===== src/rtl/lopd_pkg.sv =====
// Shared constants and helpers for the leading/trailing-one position detector.
package lopd_pkg;

  localparam logic LOPD_MODE_LEAD  = 1'b0;
  localparam logic LOPD_MODE_TRAIL = 1'b1;
  localparam int   LOPD_GROUP_DEF  = 4;

  function automatic int clog2(input int value);
    int r;
    r = 0;
    for (int v = value - 1; v > 0; v = v >> 1) r++;
    return r;
  endfunction

endpackage


===== src/rtl/lopd_group.sv =====
// Combinational one-detector over a small vector: any-one flag plus index of
// the highest (lead) or lowest (trail) set bit.
module lopd_group
  import lopd_pkg::*;
#(
  parameter int GROUP = LOPD_GROUP_DEF,
  parameter int IDX_W = (clog2(GROUP) > 0) ? clog2(GROUP) : 1
) (
  input  logic [GROUP-1:0] bits,
  input  logic             mode,
  output logic             hit,
  output logic [IDX_W-1:0] idx
);

  // Later matches overwrite earlier ones, so scan order picks the winner.
  always_comb begin
    hit = |bits;
    idx = '0;
    if (mode == LOPD_MODE_LEAD) begin
      for (int i = 0; i < GROUP; i++)
        if (bits[i]) idx = IDX_W'(i);
    end else begin
      for (int i = GROUP - 1; i >= 0; i--)
        if (bits[i]) idx = IDX_W'(i);
    end
  end

endmodule


===== src/rtl/lopd_pipe.sv =====
// Two-stage pipelined leading/trailing-one detector with Mitchell fraction
// output, sideband tag and valid/ready backpressure.
module lopd_pipe
  import lopd_pkg::*;
#(
  parameter int WIDTH_I = 16,
  parameter int GROUP   = LOPD_GROUP_DEF,
  parameter int WIDTH_L = clog2(WIDTH_I),
  parameter int TAG_W   = 4
) (
  input  logic               clk,
  input  logic               rst,
  input  logic               in_valid,
  output logic               in_ready,
  input  logic [WIDTH_I-1:0] in_data,
  input  logic               in_mode,
  input  logic [TAG_W-1:0]   in_tag,
  output logic               out_valid,
  input  logic               out_ready,
  output logic [WIDTH_L-1:0] out_pos,
  output logic               out_zero,
  output logic [WIDTH_I-2:0] out_frac,
  output logic [TAG_W-1:0]   out_tag
);

  localparam int NG     = WIDTH_I / GROUP;
  localparam int LIDX_W = clog2(GROUP);
  localparam int GIDX_W = (clog2(NG) > 0) ? clog2(NG) : 1;

  generate
    if (WIDTH_I % GROUP != 0) begin : g_bad_width
      $error("lopd_pipe: WIDTH_I must be a multiple of GROUP");
    end
  endgenerate

  function automatic logic [WIDTH_I-2:0] norm_frac(input logic [WIDTH_I-1:0] data,
                                                   input logic [WIDTH_L-1:0] pos);
    logic [WIDTH_I-1:0] sh;
    sh = data << (WIDTH_L'(WIDTH_I - 1) - pos);
    return sh[WIDTH_I-2:0];
  endfunction

  logic                          vld_p1, mode_p1;
  logic [NG-1:0]                 hit_p1;
  logic [NG-1:0][LIDX_W-1:0]     lidx_p1;
  logic [WIDTH_I-1:0]            data_p1;
  logic [TAG_W-1:0]              tag_p1;

  logic                          vld_p2, zero_p2;
  logic [WIDTH_L-1:0]            pos_p2;
  logic [WIDTH_I-2:0]            frac_p2;
  logic [TAG_W-1:0]              tag_p2;

  logic s1_ready, s2_ready;

  assign s2_ready = !vld_p2 || out_ready;
  assign s1_ready = !vld_p1 || s2_ready;
  assign in_ready = s1_ready;

  // ---- stage 1: per-group detection on the incoming word
  logic [NG-1:0]             hit_c;
  logic [NG-1:0][LIDX_W-1:0] lidx_c;

  for (genvar g = 0; g < NG; g++) begin : g_grp
    lopd_group #(.GROUP(GROUP), .IDX_W(LIDX_W)) u_grp (
      .bits (in_data[g*GROUP +: GROUP]),
      .mode (in_mode),
      .hit  (hit_c[g]),
      .idx  (lidx_c[g])
    );
  end

  always_ff @(posedge clk or posedge rst) begin
    if (rst) begin
      vld_p1  <= 1'b0;
      hit_p1  <= '0;
      lidx_p1 <= '0;
      data_p1 <= '0;
      mode_p1 <= 1'b0;
      tag_p1  <= '0;
    end else if (s1_ready) begin
      vld_p1 <= in_valid;
      if (in_valid) begin
        hit_p1  <= hit_c;
        lidx_p1 <= lidx_c;
        data_p1 <= in_data;
        mode_p1 <= in_mode;
        tag_p1  <= in_tag;
      end
    end
  end

  // ---- stage 2: group select, position assembly, fraction normalisation
  logic                gsel_hit;
  logic [GIDX_W-1:0]   gsel;
  logic [LIDX_W-1:0]   lsel;
  logic [WIDTH_L-1:0]  pos_c;
  logic [WIDTH_I-2:0]  frac_c;

  lopd_group #(.GROUP(NG), .IDX_W(GIDX_W)) u_gsel (
    .bits (hit_p1),
    .mode (mode_p1),
    .hit  (gsel_hit),
    .idx  (gsel)
  );

  always_comb begin
    lsel   = lidx_p1[gsel];
    pos_c  = '0;
    frac_c = '0;
    if (gsel_hit) begin
      pos_c = WIDTH_L'(int'(gsel) * GROUP + int'(lsel));
      if (mode_p1 == LOPD_MODE_LEAD) frac_c = norm_frac(data_p1, pos_c);
    end
  end

  always_ff @(posedge clk or posedge rst) begin
    if (rst) begin
      vld_p2  <= 1'b0;
      pos_p2  <= '0;
      zero_p2 <= 1'b0;
      frac_p2 <= '0;
      tag_p2  <= '0;
    end else if (s2_ready) begin
      vld_p2 <= vld_p1;
      if (vld_p1) begin
        pos_p2  <= pos_c;
        zero_p2 <= !gsel_hit;
        frac_p2 <= frac_c;
        tag_p2  <= tag_p1;
      end
    end
  end

  // ---- output
  assign out_valid = vld_p2;
  assign out_pos   = pos_p2;
  assign out_zero  = zero_p2;
  assign out_frac  = frac_p2;
  assign out_tag   = tag_p2;

endmodule


===== config.mk =====
export PLATFORM = sky130hd
export DESIGN_NAME = lopd_pipe
export DESIGN_NICKNAME = d
export VERILOG_FILES = /design/src/rtl/lopd_pkg.sv /design/src/rtl/lopd_group.sv /design/src/rtl/lopd_pipe.sv
export SDC_FILE = /design/constraint.sdc
export NUM_CORES = 1
export LEC_CHECK = 0
export CAP_MARGIN = 15
export CORE_MARGIN = 2
export CORE_UTILIZATION = 49
export CTS_BUF_LIST = sky130_fd_sc_hd__clkbuf_2
export DETAILED_ROUTE_END_ITERATION = 16
export GPL_TIMING_DRIVEN = 0
export PLACE_DENSITY = 0.76
export SLEW_MARGIN = 10
export SYNTH_ARGS = -nofsm -noshare
export SYNTH_HDL_FRONTEND = slang
export SYNTH_SLANG_ARGS = --single-unit
export TNS_END_PERCENT = 5

===== constraint.sdc =====
create_clock -name clk -period 2.4 [get_ports clk]
set_input_delay 0.48 -clock clk [delete_from_list [all_inputs] [get_ports clk]]
set_output_delay 0.48 -clock clk [all_outputs]
set_load 0.02 [all_outputs]

==> flow_summary.json <==
{
  "port_buffers": 49,
  "num_antenna_cells": 0,
  "fill_cells": 495,
  "period_share_pct": 101.6,
  "cp_max_fo": 6,
  "synth_nets": 311,
  "synth_seq_area_share_pct": 47.00,
  "hold_class": "in -> async",
  "initial_core_util_pct": 51.55,
  "tightest_slew_ps": 909.4,
  "cp_slowest_stage_delay_ps": 480,
  "dpl.cell_count": 411,
  "r2r_setup_slack_ps": -40,
  "yosysMostFrequentCell": "dfrtp_1",
  "grt_max_degree": 34,
  "cts.hold.buffers_added": 0,
  "slew_violations": 0,
  "required_ps": 2760,
  "period_minus_slack_ps": 2439,
  "drive_gt1_share_pct": 22.93,
  "core_area_um2": 5991,
  "setup_viol": 1,
  "grt_pass1_wl_um": 12750,
  "synth_largest_area_cell": "dfrtp_1",
  "clk_pin_slew_worst_paths_ps": 180,
  "status": "finished, violations left",
  "syn_area_per_cell_um2": 10.80,
  "synth_top_area_share_pct": 47.00,
  "finalSetupTns_ps": -38.53,
  "vias": 2609,
  "violations": "negative setup slack",
  "drtPass1Iterations": 5,
  "worstSkewPairLatency_ps": 490,
  "p_leak_nw": 1.684,
  "hold_violations": 0,
  "grt.total_usage_pct": 22.87,
  "h-tree-depth": 3,
  "cap_violations": 0,
  "worstSetupEndpointType": "flop",
  "cp.arrival_ps": 2790,
  "nNetsFinal": 382,
  "finalNonFillerCells": 437,
  "path_common_cell": "mux2_4",
  "cts_buffer_depth": 2,
  "synth_cells": 286,
  "slew_headroom_pct": 38.91,
  "synth_cell_types": 45,
  "yosys_most_used_dff": "dfrtp_1",
  "wire_per_inst_um": 17.63,
  "drc": 0,
  "timing.final.ws_setup_ps": -38.53,
  "gp_congestion": 0.9569,
  "grt_setup_unrepaired": "true",
  "yosys_warnings": 0,
  "fin_hold_ws_ps": 344.0,
  "critPathSlowestCell": "dfrtp_2",
  "path_class": "reg -> reg",
  "dpl.hpwl_um": 5731,
  "std_cell_rows": 28,
  "cp_cell_sequence": "buf_6, o2bb2ai_2, a21boi_2, o32ai_2, buf_4, mux2_4, mux2_4, a222oi_1, o21ai_1",
  "die_area_um2": 6953,
  "syn_to_final_growth_pct": 26.94,
  "ios": 51,
  "finalPower_mw": 3.336,
  "first_global_vias": 2572,
  "critical_path_buf_inv_count": 2,
  "synth_area_leaders": "dfrtp_1 47%, mux2_2 9.5%, mux2i_1 9.1%",
  "antenna_found_initial": 0,
  "peakVddDrop_v": 0.0004255,
  "cts_root_buffer": "clkbuf_2",
  "tritoncts": "done",
  "overflow": 0,
  "cts.sinks": 58,
  "dr.first_iter.drc_count": 142,
  "ant_nets": 0,
  "dieHeight_um": 83.39,
  "netlist_top_cells_count": "58 x dfrtp_1, 42 x nand2_1, 28 x mux2i_1",
  "synth_edf_count": 0,
  "synth.ff_latch_count": 58,
  "p_per_area_nw_per_um2": 850.9,
  "numCtsBuffers": 9,
  "finClkSkew_ps": 25.29,
  "async_flop_share_pct": 100.0,
  "die_w_um": 83.39,
  "synth_area_um2": 3088,
  "crit_path_start_kind": "flop",
  "critPathTopFamily": "compound AO/OA/AOI/OAI gates",
  "vias_per_cell": 5.970,
  "fmax_ghz": 0.4101,
  "routed_wl_um": 7703
}
-- path summary, 6_finish.rpt --
kind / cells past startpoint / to / start
max: 9 / out_frac[14] / mode_p1
min: 2 / out_frac[4] / rst
max reg2reg: 9 / out_frac[14] / mode_p1
min reg2reg: 2 / out_frac[7] / out_frac[7]
max in group asynchronous: 3 / hit_p1[2] / rst
min in group clk: 2 / out_frac[7] / out_frac[7]
-- cell usage in the layout (no fill, tap or decap), types with 3 or more instances in the layout --
cell type,n
mux2i_1,25
o21ai_0,26
clkbuf_2,9
nor3_1,5
buf_6,7
a22o_1,6
nand2_1,41
nor4_1,4
nor2_1,9
mux2i_2,3
a222oi_1,4
o21ai_1,3
mux2_2,25
a22oi_1,3
a21oi_1,7
a221o_1,5
dfrtp_1,56
nand3_1,5
clkdlybuf4s50_1,49
clkinv_1,3
clkbuf_1,9
buf_4,10
inv_1,3
mux2_4,3
nand2b_1,5
-- power breakdown --
part,switching [mW],internal [mW],total [mW]
Clock,0.366,0.122,0.487
Sequential,0.153,1.17,1.32
Combinational,0.770,0.755,1.53
Total,1.29,2.05,3.34
-- layer usage --
layer,global-route usage [%],part of all wire [%],up-vias
met5,0,0,-
met4,9.687,1.6,0
met3,3.877,4.7,14
met2,37.54,50,85
met1,29.91,44,1297
li1,-,-,1213
-- cell families after synthesis --
kind of cell           Yosys count  share of synthesized area, %
flip-flops                      58                         47.00
buffers and inverters           22                         4.335
AND/OR/NAND/NOR                 78                         11.67
multiplexers                    57                         20.26
AO/OA/AOI/OAI                   71                         16.73
-- metrics by stage --
step	setup slack, ps	util, %	cell area [um2]
floorplan	133.3	-	3088
global route	-155.2	65.43	3920
CTS	15.53	64.54	3866
global placement	-540.9	61.30	3672
detailed placement	-264.9	61.63	3692
finish	-38.53	65.43	3920
-- flip-flops by register name, summed over array words and instances (netlist names) --
register and count:
data_p1 15, hit_p1 4, lidx_p1 8, mode_p1 1, out_frac 15, out_pos 4, out_tag 4, out_valid 1
out_zero 1, tag_p1 4, vld_p1 1
-- layout make-up --
type	instances	area [um2]	share of cell area (%)
clock buffer	9	45.04	1.149
sequential	58	1454	37.09
inverter	5	21.27	0.5426
multi-input combinational	206	1568	39.99
clock inverter	7	36.28	0.9256
tap	75	93.84	2.394
timing repair buffer	60	585.6	14.94
buffer	17	116.4	2.968
-- timing repair --
action / in CTS / in global routing
resized for setup: 7 / 8
pin swaps: 3 / 5
endpoints found under the setup margin: 10 / 11
setup buffers: 7 / 3
Power figures use the tool's default switching activity.
